`src/rtl/wb_arbiter.sv`:
```
// Writeback arbiter feeding a two-write-port register file.
//
// Three producers (bit 0 = ALU, 1 = MUL, 2 = LSU) hand results over valid/ready
// into one-entry buffers. Each cycle up to two buffered results are granted,
// round-robin, onto write ports 0 and 1. The two ports never carry the same
// destination in one cycle. All write-port outputs are registered.
//
// Ports:
//   clk, rst_n                      clock, asynchronous active-low reset
//   src_valid/src_ready [2:0]       per-source handshake
//   src_dest  [3*REG_AW-1:0]        per-source destination, slice i*REG_AW
//   src_data  [3*DATA_W-1:0]        per-source result, slice i*DATA_W
//   wb_stall                        freeze all grants
//   write0/1, num_write0/1_out,
//   data_write0/1_out               register-file write port groups
//   pend_mask [2**REG_AW-1:0]       registers with a buffered or in-flight write
//   perf_conflict_cnt [15:0]        same-destination conflict cycles
//
// Optional: define WB_PERF_EN to build the saturating conflict counter;
// otherwise perf_conflict_cnt is tied to zero.
module wb_arbiter #(
    parameter int unsigned DATA_W = 16,
    parameter int unsigned REG_AW = 3
) (
    input  logic                   clk,
    input  logic                   rst_n,
    input  logic [2:0]             src_valid,
    output logic [2:0]             src_ready,
    input  logic [3*REG_AW-1:0]    src_dest,
    input  logic [3*DATA_W-1:0]    src_data,
    input  logic                   wb_stall,
    output logic                   write0,
    output logic                   write1,
    output logic [REG_AW-1:0]      num_write0_out,
    output logic [REG_AW-1:0]      num_write1_out,
    output logic [DATA_W-1:0]      data_write0_out,
    output logic [DATA_W-1:0]      data_write1_out,
    output logic [2**REG_AW-1:0]   pend_mask,
    output logic [15:0]            perf_conflict_cnt
);

    logic [2:0]        buf_v_q;
    logic [REG_AW-1:0] buf_dest_q [3];
    logic [DATA_W-1:0] buf_data_q [3];
    logic [1:0]        rr_q;

    logic              write0_q, write1_q;
    logic [REG_AW-1:0] num0_q, num1_q;
    logic [DATA_W-1:0] data0_q, data1_q;

    logic [2:0]        grant;
    logic              p0_found, p1_found;
    logic [1:0]        p0_src, p1_src, last_src, idx;
`ifdef WB_PERF_EN
    logic              conflict;
`endif

    function automatic logic [1:0] inc3(input logic [1:0] a);
        return (a == 2'd2) ? 2'd0 : a + 2'd1;
    endfunction

    // Grant depends only on buffer state and rr, never on src_valid.
    always_comb begin
        grant    = 3'b000;
        p0_found = 1'b0;
        p1_found = 1'b0;
        p0_src   = 2'd0;
        p1_src   = 2'd0;
        idx      = rr_q;
`ifdef WB_PERF_EN
        conflict = 1'b0;
`endif
        if (!wb_stall) begin
            for (int k = 0; k < 3; k++) begin
                if (buf_v_q[idx]) begin
                    if (!p0_found) begin
                        p0_found   = 1'b1;
                        p0_src     = idx;
                        grant[idx] = 1'b1;
                    end else if (!p1_found) begin
                        if (buf_dest_q[idx] != buf_dest_q[p0_src]) begin
                            p1_found   = 1'b1;
                            p1_src     = idx;
                            grant[idx] = 1'b1;
                        end
`ifdef WB_PERF_EN
                        else begin
                            conflict = 1'b1;
                        end
`endif
                    end
                end
                idx = inc3(idx);
            end
        end
        last_src = p1_found ? p1_src : p0_src;
    end

    // Grant is already zero under stall, so this reduces to !buf_v there.
    assign src_ready = ~buf_v_q | grant;

    always_ff @(posedge clk or negedge rst_n) begin
        if (!rst_n) begin
            buf_v_q  <= 3'b000;
            rr_q     <= 2'd0;
            write0_q <= 1'b0;
            write1_q <= 1'b0;
            num0_q   <= '0;
            num1_q   <= '0;
            data0_q  <= '0;
            data1_q  <= '0;
            for (int i = 0; i < 3; i++) begin
                buf_dest_q[i] <= '0;
                buf_data_q[i] <= '0;
            end
        end else begin
            // Refill takes priority over drain so a same-edge swap loses nothing.
            for (int i = 0; i < 3; i++) begin
                if (src_valid[i] && src_ready[i]) begin
                    buf_v_q[i]    <= 1'b1;
                    buf_dest_q[i] <= src_dest[i*REG_AW +: REG_AW];
                    buf_data_q[i] <= src_data[i*DATA_W +: DATA_W];
                end else if (grant[i]) begin
                    buf_v_q[i] <= 1'b0;
                end
            end
            write0_q <= p0_found;
            write1_q <= p1_found;
            if (p0_found) begin
                num0_q  <= buf_dest_q[p0_src];
                data0_q <= buf_data_q[p0_src];
            end
            if (p1_found) begin
                num1_q  <= buf_dest_q[p1_src];
                data1_q <= buf_data_q[p1_src];
            end
            if (p0_found) begin
                rr_q <= inc3(last_src);
            end
        end
    end

    always_comb begin
        pend_mask = '0;
        for (int i = 0; i < 3; i++) begin
            if (buf_v_q[i]) begin
                pend_mask[buf_dest_q[i]] = 1'b1;
            end
        end
        if (write0_q) begin
            pend_mask[num0_q] = 1'b1;
        end
        if (write1_q) begin
            pend_mask[num1_q] = 1'b1;
        end
    end

    assign write0          = write0_q;
    assign write1          = write1_q;
    assign num_write0_out  = num0_q;
    assign num_write1_out  = num1_q;
    assign data_write0_out = data0_q;
    assign data_write1_out = data1_q;

`ifdef WB_PERF_EN
    logic [15:0] perf_q;

    always_ff @(posedge clk or negedge rst_n) begin
        if (!rst_n) begin
            perf_q <= 16'h0000;
        end else if (conflict && perf_q != 16'hFFFF) begin
            perf_q <= perf_q + 16'h0001;
        end
    end

    assign perf_conflict_cnt = perf_q;
`else
    assign perf_conflict_cnt = 16'h0000;
`endif

endmodule
```
`config.mk`:
```
export PLATFORM = sky130hd
export DESIGN_NAME = wb_arbiter
export DESIGN_NICKNAME = d
export VERILOG_FILES = /design/src/rtl/wb_arbiter.sv
export SDC_FILE = /design/constraint.sdc
export NUM_CORES = 1
export LEC_CHECK = 0
export ABC_AREA = 1
export BUFFER_PORTS_ARGS = -buffer_cell sky130_fd_sc_hd__buf_2
export CAP_MARGIN = 20
export CORE_ASPECT_RATIO = 1.75
export CORE_MARGIN = 5
export CORE_UTILIZATION = 53
export CTS_CLUSTER_DIAMETER = 60
export DETAILED_ROUTE_END_ITERATION = 8
export PLACE_DENSITY = 0.84
export SYNTH_ARGS = -nofsm -noshare
export SYNTH_HDL_FRONTEND = slang
export SYNTH_SLANG_ARGS = --single-unit
```
`constraint.sdc`:
```
create_clock -name clk -period 5 [get_ports clk]
set_clock_uncertainty 0.05 [all_clocks]
set_input_delay 0.75 -clock clk [delete_from_list [all_inputs] [get_ports clk]]
set_output_delay 0.75 -clock clk [all_outputs]
set_load 0.02 [all_outputs]
```
# After elaboration in Yosys (flattened, before gate mapping)
# Index checks and enable logic that the tools add are counted.
# classes
shifts	0
multipliers	0
n_addsub	3
bitwise_logic	14
n_div	0
n_mux	107
eq_ne	5
order_cmp	22
n_reduce_logical	14
# op_table
operator	n
$mux 3	24
$bmux 16 s2	2
$mux 16	4
$mux 2	21
$mux 8	5
$bmux 3 s2	6
$mux 1	34
$or 8x8->8	4
$lt 3x4->1 const B	5
$ge 3x3->1 const B	6
$not 2->3	6
$demux 1 s3	5
$ge 3x1->1 const B	5
$logic_and 1x1->1	11
$lt 2x3->1 const B	3
$or 3x3->3	3
$add 2x1->2 const B	3
$bmux 1 s2	3
$demux 1 s2	3
$eq 2x2->1 const B	3
$ge 2x1->1 const B	3
$ne 3x3->1	2
$reduce_bool 2->1	3
$not 3->3	1
# totals
ram_bits	0
rom_bits	0
latch_bits	0
out_inout_bits	67
mem_count	0
reg_bits	102
wordCells	181
in_bits	63

# Longest topological paths before layout
# Gate-level depths: netlist of run 1.
# depth
word_depth	23
ltp_mapped	24
mapped_depth_nobuf	21

# Least setup slack after synthesis of run 1
# OpenSTA, ideal clock, no wires.
# synth_timing
path_type	register to output
startpoint	reg rr_q[1]
endpoint	out src_ready[2]
t_arrival_ps	2198
path_buffers	4
t_required_ps	4200
stages_incl_launch_ff	19
path_slack_ps	2002
path_cell_list	dfrtp_1 > buf_4 > inv_2 > buf_6 > nand3_2 > buf_4 > nand2_1 > o21ai_1 > o21ai_1 > xor2_1 > nand3_1 > nand3_2 > nand3_1 > nand2_1 > nand2_1 > nand2_1 > nand2_1 > nand2_1 > buf_2
# synth_between
elab_chain_len	21
word_cells_on_any_way	74
cone_classes	add/sub: 2; order compare: 6; eq/ne: 4; mux: 52; bitwise: 7; reduce/logical: 3
# synth_rtl
element	line	rtl
from (decl)	45	logic [1:0] rr_q;
from (signal assigned)	138	rr_q <= inc3(last_src);
$bmux 1 s2	75	if (buf_v_q[idx]) begin
$mux 1 (implied by the code)	75	
$mux 2	75	
$mux 2	73	if (!wb_stall) begin
$not 2->3 (implied by the code)	81	if (buf_dest_q[idx] != buf_dest_q[p0_src]) begin
$bmux 3 s2	81	
$mux 3 (implied by the code) (2 in series)	81	
$ne 3x3->1	81	
[4 not listed]	-	
$mux 3	73	
$or 3x3->3 (no line)	-	
$mux 3	81	
$mux 3	80	end else if (!p1_found) begin
$mux 3	76	if (!p0_found) begin
$mux 3 (*)	75	
$mux 3 (*)	73	
$or 3x3->3 (*)	100	assign src_ready = ~buf_v_q | grant;
to (decl)	28	output logic [2:0] src_ready,
# Every way passes the cells marked *; elsewhere a longest branch is shown, timed or not. The select of a mux whose other input is x is not followed.

# Worst setup path after layout of run 1
# layout_timing
startpoint	reg rr_q[1]
endpoint	out src_ready[0]
# Same word-level chain as after synthesis.

==> impl_metrics.prom, run 1 <==
# TYPE chip_impl_metric gauge
chip_impl_info{name="outcome",value="finished, final reports clean"} 1
chip_impl_metric{name="io_buffers",unit=""} 113
chip_impl_metric{name="grt_antenna_before_repair",unit=""} 0
chip_impl_info{name="leading_post_synthesis_cells_by_cell_area",value="dfrtp_1 43%, nand2_1 15%, nand3_1 10%"} 1
chip_impl_info{name="worstSetupPathType",value="register to output port"} 1
chip_impl_metric{name="clkTransAtPathRegs",unit="ns"} 0.08
chip_impl_info{name="min_path_type",value="input port to asynchronous set/reset pin"} 1
chip_impl_metric{name="max_slew.worst_pin.slew",unit="ns"} 0.733
chip_impl_metric{name="layout.filler_cells",unit=""} 1018
chip_impl_metric{name="cts.sinks",unit=""} 102
chip_impl_metric{name="die-area",unit="um^2"} 13500
chip_impl_metric{name="timing.critical_path.buf_inv",unit=""} 3
chip_impl_metric{name="drc_errors",unit=""} 0
chip_impl_metric{name="drt_first_iter_violations",unit=""} 493
chip_impl_metric{name="proportion_of_register_bits_with_asynchronous_set_or_reset_after_synthesis",unit=""} 1.00
chip_impl_metric{name="finalWeightedCongestion",unit=""} 1.01
chip_impl_metric{name="global_route_wire_length_before_repair",unit="um"} 30700
chip_impl_metric{name="synthToLayoutAreaGrowth",unit="%"} 14.3
chip_impl_metric{name="share_seq_of_total_power",unit=""} 0.290
chip_impl_metric{name="slew_headroom",unit=""} 0.511
chip_impl_metric{name="power.share.combinational",unit=""} 0.594
chip_impl_metric{name="p_leak",unit="nW"} 3.48
chip_impl_metric{name="powerDensity",unit="nW/um^2"} 877
chip_impl_metric{name="route.detailed.wl_per_inst",unit="um"} 18.9
chip_impl_metric{name="worstSetupPathDepth",unit=""} 15
chip_impl_info{name="yosys_most_used_dff",value="dfrtp_1"} 1
chip_impl_info{name="rsz0062_at_grt",value="false"} 1
chip_impl_metric{name="drive_gt1_frac",unit=""} 0.199
chip_impl_metric{name="timing.final.hold_violations",unit=""} 0
chip_impl_metric{name="num_vias",unit=""} 6003
chip_impl_metric{name="postSynthAreaPerCell",unit="um^2"} 7.41
chip_impl_metric{name="drv_cap",unit=""} 0
chip_impl_metric{name="initial_core_util",unit=""} 0.537
chip_impl_info{name="worst_path_most_repeated_cell",value="nand2_1"} 1
chip_impl_metric{name="final_max_slew_viol_count",unit=""} 0
chip_impl_metric{name="sw_frac_of_total",unit=""} 0.541
chip_impl_metric{name="synth_cells",unit=""} 800
chip_impl_metric{name="yosys_warnings",unit=""} 0
chip_impl_info{name="worst_r2r_startpoint",value="rr_q[1]"} 1
chip_impl_metric{name="die_h",unit="um"} 150
chip_impl_metric{name="total_of_cells_resized_after_clock_tree_synthesis",unit=""} 0
chip_impl_metric{name="critical_path.max_stage_delay",unit="ns"} 0.61
chip_impl_metric{name="vias_in_the_first_global_route",unit=""} 6068
chip_impl_metric{name="netSwitchingPower",unit="mW"} 3.22
chip_impl_metric{name="grt_max_degree",unit=""} 84
chip_impl_metric{name="cp_data_required_time",unit="ns"} 4.20
chip_impl_metric{name="gr-usage-all-layers",unit=""} 0.288
chip_impl_metric{name="cp.arrival",unit="ns"} 3.54
chip_impl_metric{name="layout_min_cycle_time",unit="ns"} 4.34
chip_impl_metric{name="edff_count_synth",unit=""} 0
chip_impl_metric{name="power.share.clock",unit=""} 0.116
chip_impl_info{name="critical_path.top_delay_family",value="simple AND/OR/NAND/NOR gates"} 1
chip_impl_info{name="timing.critical_path.cells",value="inv_2 -> nand2_2 -> clkinv_1 -> a31oi_1 -> nand3_1 -> nand4_1 -> nand2_1 -> nand3_2 -> nand2_1 -> nand2_1 -> nand3_1 -> nand2_1 -> nand2_1 -> nand2_1 -> buf_2"} 1
chip_impl_info{name="cp_endpoint_kind",value="output port"} 1
chip_impl_metric{name="finalSetupTns",unit="ns"} 0
chip_impl_metric{name="floorplan.die.width",unit="um"} 90.0
chip_impl_metric{name="synth.lib_cells_used.distinct",unit=""} 37
chip_impl_info{name="grt_busiest_layer",value="met2"} 1
chip_impl_metric{name="synth-seq-cells",unit=""} 102
chip_impl_metric{name="synth_largest_type_area_fraction",unit=""} 0.430
chip_impl_metric{name="rows",unit=""} 51
chip_impl_metric{name="cts_max_level",unit=""} 3
chip_impl_metric{name="io-pin-count",unit=""} 130
chip_impl_info{name="worstSetupStartpointType",value="register"} 1
chip_impl_metric{name="place_hpwl",unit="um"} 14500
chip_impl_metric{name="seq_area_frac_synth",unit=""} 0.430
chip_impl_info{name="mostFrequentLayoutCell",value="nand2_1"} 1
chip_impl_metric{name="hold_slack",unit="ns"} 0.163
chip_impl_metric{name="detail-route-antenna-nets",unit=""} 0
chip_impl_info{name="cell_type_contributing_the_most_total_cell_area_after_synthesis",value="dfrtp_1"} 1
chip_impl_metric{name="worst_skew_pair.late_latency",unit="ns"} 0.36
chip_impl_metric{name="netlist_area",unit="um^2"} 5930
chip_impl_metric{name="cts_post_setup_buffers_inserted",unit=""} 0
chip_impl_info{name="cts.root.buffer_cell",value="clkbuf_16"} 1
chip_impl_metric{name="tritoncts.num_buffers",unit=""} 9
chip_impl_metric{name="core_area",unit="um^2"} 11000
chip_impl_metric{name="grtUsageMet1",unit=""} 0.297
chip_impl_info{name="mostFrequentLayoutCells",value="230 x nand2_1, 119 x nand3_1, 112 x buf_2, 102 x dfrtp_1, 59 x nor2_1"} 1
chip_impl_metric{name="nNetsFinal",unit=""} 947
chip_impl_metric{name="internal_power",unit="mW"} 2.73
chip_impl_metric{name="fmax",unit="MHz"} 230
chip_impl_info{name="timing.critical_path.slowest_stage_cell",value="dfrtp_1"} 1
chip_impl_metric{name="n_antenna_cell",unit=""} 0
chip_impl_metric{name="cts_buffer_depth",unit=""} 2
chip_impl_metric{name="final_setup_fails",unit=""} 0
chip_impl_metric{name="route.final.wire_length",unit="um"} 19300
chip_impl_info{name="tritoncts",value="yes"} 1
chip_impl_metric{name="worstRegToRegCells",unit=""} 17
chip_impl_metric{name="cp_max_fo",unit=""} 22
chip_impl_metric{name="vias_per_cell",unit=""} 5.88
chip_impl_info{name="critical_path_startpoint",value="rr_q[1]"} 1
chip_impl_metric{name="groute.layer.met2.usage",unit=""} 0.528
chip_impl_metric{name="grt-ovfl-total",unit=""} 0
chip_impl_metric{name="finalCritPeriodShare",unit=""} 0.868
chip_impl_metric{name="post_cts_hold_buffer_count",unit=""} 0
chip_impl_metric{name="drt_pass1_iterations",unit=""} 5
chip_impl_metric{name="ir_worst_vdd",unit="V"} 0.000483
chip_impl_metric{name="global_route.usage.met3",unit=""} 0.0382
-- worst register-to-register path, stage by stage, from the launching register on --
cell,delay (ns)
dfrtp_1,0.61
inv_2,0.22
nand2_2,0.18
clkinv_1,0.20
a31oi_1,0.44
nand3_1,0.13
nand4_1,0.11
nand2_1,0.09
nand3_2,0.13
nand2_1,0.06
nand2_1,0.06
nand3_1,0.07
nand2_1,0.08
nand2_1,0.05
nand2_1,0.48
nand2_1,0.58
nand2_1,0.19
nand2_1,0.07
-- area by class of cell --
type,count,area [um^2],area share
Clock buffer,9,225,0.0332
Inverter,56,210,0.0310
Sequential cell,102,2550,0.376
Tap cell,132,165,0.0243
Clock inverter,7,68.8,0.0101
Multi-Input combinational cell,586,2830,0.417
Timing Repair Buffer,129,736,0.108
-- per-layer routing --
layer / routed length, um / vias up
li1: - / 2817
met1: 6530 / 2805
met2: 10200 / 292
met3: 1030 / 89
met4: 1510 / 0
met5: 0 / -
-- synthesized netlist by cell type, types with 12 or more instances --
cell / instances
a21oi_1: 17
a31oi_1: 32
buf_2: 26
buf_4: 21
clkbuf_1: 21
dfrtp_1: 102
inv_1: 45
nand2_1: 230
nand3_1: 119
nand4_1: 12
nor2_1: 59
o211ai_1: 19
o21ai_1: 27
-- metrics by stage --
stage	power [mW]	util	instances	setup WS (ns)	area (um^2)
floorplan	4.16	-	815	2.00	5990
global placement	5.13	0.581	1002	1.15	6420
detailed placement	5.18	0.584	1003	1.11	6450
CTS	5.88	0.611	1019	0.734	6740
global route	6.41	0.614	1021	0.309	6780
finish	5.95	0.614	1021	0.659	6780
-- cells by family after synthesis --
| family | count (synthesis) | share of synthesized area |
|---|---|---|
| AND/OR/NAND/NOR | 438 | 0.323 |
| other | 1 | 0.000632 |
| XOR/XNOR | 3 | 0.00443 |
| buffers and inverters | 127 | 0.103 |
| flip-flops | 102 | 0.430 |
| AO/OA/AOI/OAI | 129 | 0.139 |
-- final timing paths --
check	to	slack, ns
setup / recovery	src_ready[0]	0.66
hold / removal	buf_data_q[41]	0.16
setup reg to reg	buf_data_q[47]	1.09
hold reg to reg	buf_data_q[32]	0.44
max in group asynchronous	buf_dest_q[3]	3.85
min in group clk	buf_data_q[32]	0.44
-- sequential cells by signal, indices dropped and copies added (netlist names) --
signal           cells
write0               1
num_write1_out       3
data_write0_out     16
rr_q                 2
data_write1_out     16
buf_v_q              3
buf_dest_q           9
write1               1
num_write0_out       3
buf_data_q          48
-- power by group through the flow --
| stage | clock network (mW) | registers, mW | logic [mW] |
|---|---|---|---|
| 2_1_floorplan | 0 | 1.66 | 2.50 |
| 3_3_place_gp | 0 | 1.71 | 3.42 |
| 3_5_place_dp | 0 | 1.71 | 3.47 |
| 4_1_cts | 0.691 | 1.70 | 3.49 |
| 5_1_grt | 0.728 | 1.76 | 3.92 |
| 6_report | 0.691 | 1.73 | 3.53 |
Power figures use the tool's default switching activity.
==> run 2, diff against run 1 <==
--- a/config.mk
+++ b/config.mk
@@ -11,9 +11,11 @@
 export CORE_ASPECT_RATIO = 1.75
 export CORE_MARGIN = 5
 export CORE_UTILIZATION = 53
-export CTS_CLUSTER_DIAMETER = 60
+export CTS_CLUSTER_DIAMETER = 150
 export DETAILED_ROUTE_END_ITERATION = 8
 export PLACE_DENSITY = 0.84
+export RECOVER_POWER = 50
+export SLEW_MARGIN = 5
 export SYNTH_ARGS = -nofsm -noshare
 export SYNTH_HDL_FRONTEND = slang
 export SYNTH_SLANG_ARGS = --single-unit
==> run 2 against run 1 <==
  * Sequential power barely moved
  * The run now ends with max-capacitance violations, max-slew violations left
  * Clock-buffer cell count did not move
  * Register-to-register slack better by 0.02 ns
  * Highest routed layer unchanged
  * Power is 0.45% lower
  * Core utilization decreased by 0.48 points
  * Global-route usage unchanged
  * First-iteration DRC count shrank 9.9%
  * Largest cell class unchanged
  * Critical path type unchanged
  * Final cell count unchanged
  * Clock power about the same
==> impl_metrics.prom, run 2 (synthesis results as in run 1) <==
# TYPE chip_impl_metric gauge
chip_impl_metric{name="die_h",unit="um"} 150
chip_impl_metric{name="detail-route-antenna-nets",unit=""} 0
chip_impl_info{name="violations",value="max-capacitance violations, max-slew violations"} 1
chip_impl_metric{name="final_cell_area",unit="um^2"} 6730
chip_impl_metric{name="place_hpwl",unit="um"} 14500
chip_impl_metric{name="placedInstanceArea",unit="um^2"} 6450
chip_impl_metric{name="cp.arrival",unit="ns"} 3.53
chip_impl_metric{name="floorplan.die.width",unit="um"} 90.0
chip_impl_metric{name="synthToLayoutAreaGrowth",unit="%"} 13.5
chip_impl_metric{name="drc_errors",unit=""} 0
chip_impl_info{name="timing.critical_path.cells",value="inv_2 -> nand2_2 -> clkinv_1 -> a31oi_1 -> nand3_1 -> nand4_1 -> nand2_1 -> nand3_2 -> nand2_1 -> nand2_1 -> nand3_1 -> nand2_1 -> nand2_1 -> nand2_1 -> buf_2"} 1
chip_impl_info{name="outcome",value="complete, but fails checks"} 1
chip_impl_metric{name="io_buffers",unit=""} 113
chip_impl_metric{name="worstRegToRegCells",unit=""} 17
chip_impl_metric{name="rows",unit=""} 51
chip_impl_info{name="cts.root.buffer_cell",value="clkbuf_16"} 1
chip_impl_info{name="terminus_of_the_critical_flop_to_flop_path",value="buf_data_q[47]"} 1
chip_impl_metric{name="route.detailed.wl_per_inst",unit="um"} 18.9
chip_impl_info{name="tritoncts",value="yes"} 1
chip_impl_metric{name="drv_cap",unit=""} 1
chip_impl_metric{name="cp_data_required_time",unit="ns"} 4.20
chip_impl_metric{name="grt_antenna_before_repair",unit=""} 0
chip_impl_metric{name="multiInputGateArea",unit="um^2"} 2830
chip_impl_metric{name="ir_worst_vdd",unit="V"} 0.000481
chip_impl_metric{name="vias_in_the_first_global_route",unit=""} 6068
chip_impl_metric{name="finalWeightedCongestion",unit=""} 1.01
chip_impl_info{name="worstSetupStartpointType",value="register"} 1
chip_impl_metric{name="final_setup_fails",unit=""} 0
chip_impl_metric{name="final_critical_path_setup_slack",unit="ns"} 0.668
chip_impl_metric{name="r2r_slack",unit="ns"} 1.11
chip_impl_metric{name="tritoncts.num_buffers",unit=""} 9
chip_impl_metric{name="timing.final.hold_violations",unit=""} 0
chip_impl_metric{name="critical_path.max_stage_delay",unit="ns"} 0.61
chip_impl_metric{name="cts_max_level",unit=""} 3
chip_impl_metric{name="reg_area",unit="um^2"} 2550
chip_impl_metric{name="drive_gt1_frac",unit=""} 0.169
chip_impl_info{name="worstSetupPathType",value="register to output port"} 1
chip_impl_metric{name="drt_pass1_iterations",unit=""} 5
chip_impl_metric{name="num_vias",unit=""} 6010
chip_impl_info{name="min_path_type",value="input port to asynchronous set/reset pin"} 1
chip_impl_metric{name="max_slew.worst_pin.slew",unit="ns"} 3.14
chip_impl_metric{name="die-area",unit="um^2"} 13500
chip_impl_metric{name="placed_cells",unit=""} 1003
chip_impl_metric{name="slew_headroom",unit=""} -1.09
chip_impl_metric{name="route.final.wire_length",unit="um"} 19300
chip_impl_metric{name="powerDensity",unit="nW/um^2"} 880
chip_impl_metric{name="cts_buffer_depth",unit=""} 2
chip_impl_metric{name="drt_first_iter_violations",unit=""} 444
chip_impl_metric{name="finalCritPeriodShare",unit=""} 0.866
chip_impl_info{name="mostFrequentLayoutCell",value="nand2_1"} 1
chip_impl_info{name="worst_r2r_startpoint",value="rr_q[1]"} 1
chip_impl_metric{name="worst_skew_pair.late_latency",unit="ns"} 0.35
chip_impl_metric{name="p_leak",unit="nW"} 3.40
chip_impl_metric{name="initial_core_util",unit=""} 0.537
chip_impl_info{name="cp_endpoint_kind",value="output port"} 1
chip_impl_metric{name="post_cts_hold_buffer_count",unit=""} 0
chip_impl_metric{name="max_reg_flops",unit=""} 48
chip_impl_info{name="max_flop_register",value="buf_data_q"} 1
chip_impl_metric{name="grt-ovfl-total",unit=""} 0
chip_impl_metric{name="layout.filler_cells",unit=""} 1036
chip_impl_info{name="timing.critical_path.slowest_stage_cell",value="dfrtp_1"} 1
chip_impl_info{name="rsz0062_at_grt",value="false"} 1
chip_impl_metric{name="io-pin-count",unit=""} 130
chip_impl_metric{name="clkTransAtPathRegs",unit="ns"} 0.08
chip_impl_metric{name="fmax",unit="MHz"} 231
chip_impl_metric{name="grt_max_degree",unit=""} 84
chip_impl_metric{name="core_area",unit="um^2"} 11000
chip_impl_metric{name="gr-usage-all-layers",unit=""} 0.288
chip_impl_metric{name="final_cell_count_no_fill",unit=""} 1021
chip_impl_metric{name="finalSetupTns",unit="ns"} 0
chip_impl_metric{name="n_antenna_cell",unit=""} 0
chip_impl_metric{name="cts_post_setup_buffers_inserted",unit=""} 0
chip_impl_info{name="worst_path_most_repeated_cell",value="nand2_1"} 1
chip_impl_metric{name="cp_max_fo",unit=""} 22
chip_impl_metric{name="nNetsFinal",unit=""} 947
chip_impl_metric{name="total_of_cells_resized_after_clock_tree_synthesis",unit=""} 0
chip_impl_metric{name="cts.sinks",unit=""} 102
chip_impl_metric{name="layout_min_cycle_time",unit="ns"} 4.33
chip_impl_metric{name="post-place-ws",unit="ns"} 1.11
chip_impl_info{name="mostFrequentLayoutCells",value="230 x nand2_1, 119 x nand3_1, 102 x dfrtp_1, 87 x buf_2, 59 x nor2_1"} 1
chip_impl_metric{name="final_max_slew_viol_count",unit=""} 74
chip_impl_metric{name="global_route_wire_length_before_repair",unit="um"} 30700
chip_impl_metric{name="vias_per_cell",unit=""} 5.89
[run 2: cell count changes in the layout (fill, tap and decap cells not counted)]
cell / previous run / this run
buf_16: 2 / 1
buf_2: 112 / 87
buf_4: 14 / 12
clkbuf_1: 0 / 26
clkbuf_2: 0 / 1
dlymetal6s4s_1: 0 / 1
[run 2: power by group]
part / switching, mW / total (mW) / internal [mW]
clock network: 0.339 / 0.689 / 0.350
registers: 0.484 / 1.72 / 1.24
logic: 2.40 / 3.51 / 1.11
[run 2: worst max path at each step]
stage / from / to / cells after the start
6_report: rr_q[1] / src_ready[0] / 15
5_1_grt: rst_n / buf_data_q[16] / 3
4_1_cts: rr_q[1] / src_ready[0] / 15
3_5_place_dp: rr_q[1] / src_ready[0] / 15
3_3_place_gp: rr_q[1] / src_ready[0] / 15
2_1_floorplan: rr_q[1] / src_ready[2] / 18
[run 2: metal layers]
metal  part of all wire  vias up  wire length [um]  GRT usage
met3              0.052       86              1010     0.0382
met5                  0        -                 0          0
met2               0.53      271             10300      0.528
li1                   -     2817                 -          -
met1               0.34     2836              6530      0.297
met4              0.076        0              1460      0.209
[run 2: area by class of cell]
class / count / area share
Clock buffer: 9 / 0.0335
Clock inverter: 7 / 0.0102
Inverter: 56 / 0.0312
Multi-Input combinational cell: 586 / 0.420
Sequential cell: 102 / 0.379
Tap cell: 132 / 0.0245
Timing Repair Buffer: 129 / 0.102
[run 2: stage by stage]
step,utilization,hold slack [ns],power [mW]
finish,0.610,0.323,5.92
global placement,0.581,0.409,5.13
floorplan,-,0.392,4.16
CTS,0.611,0.444,5.88
detailed placement,0.584,0.427,5.18
global route,0.610,0.388,6.39
[run 2: worst max-delay path, delay by kind of cell (launching register included)]
kind / cells / cell delay, ns
simple gates: 11 / 1.44
flops: 1 / 0.61
buf+inv: 3 / 0.69
compound gates: 1 / 0.43
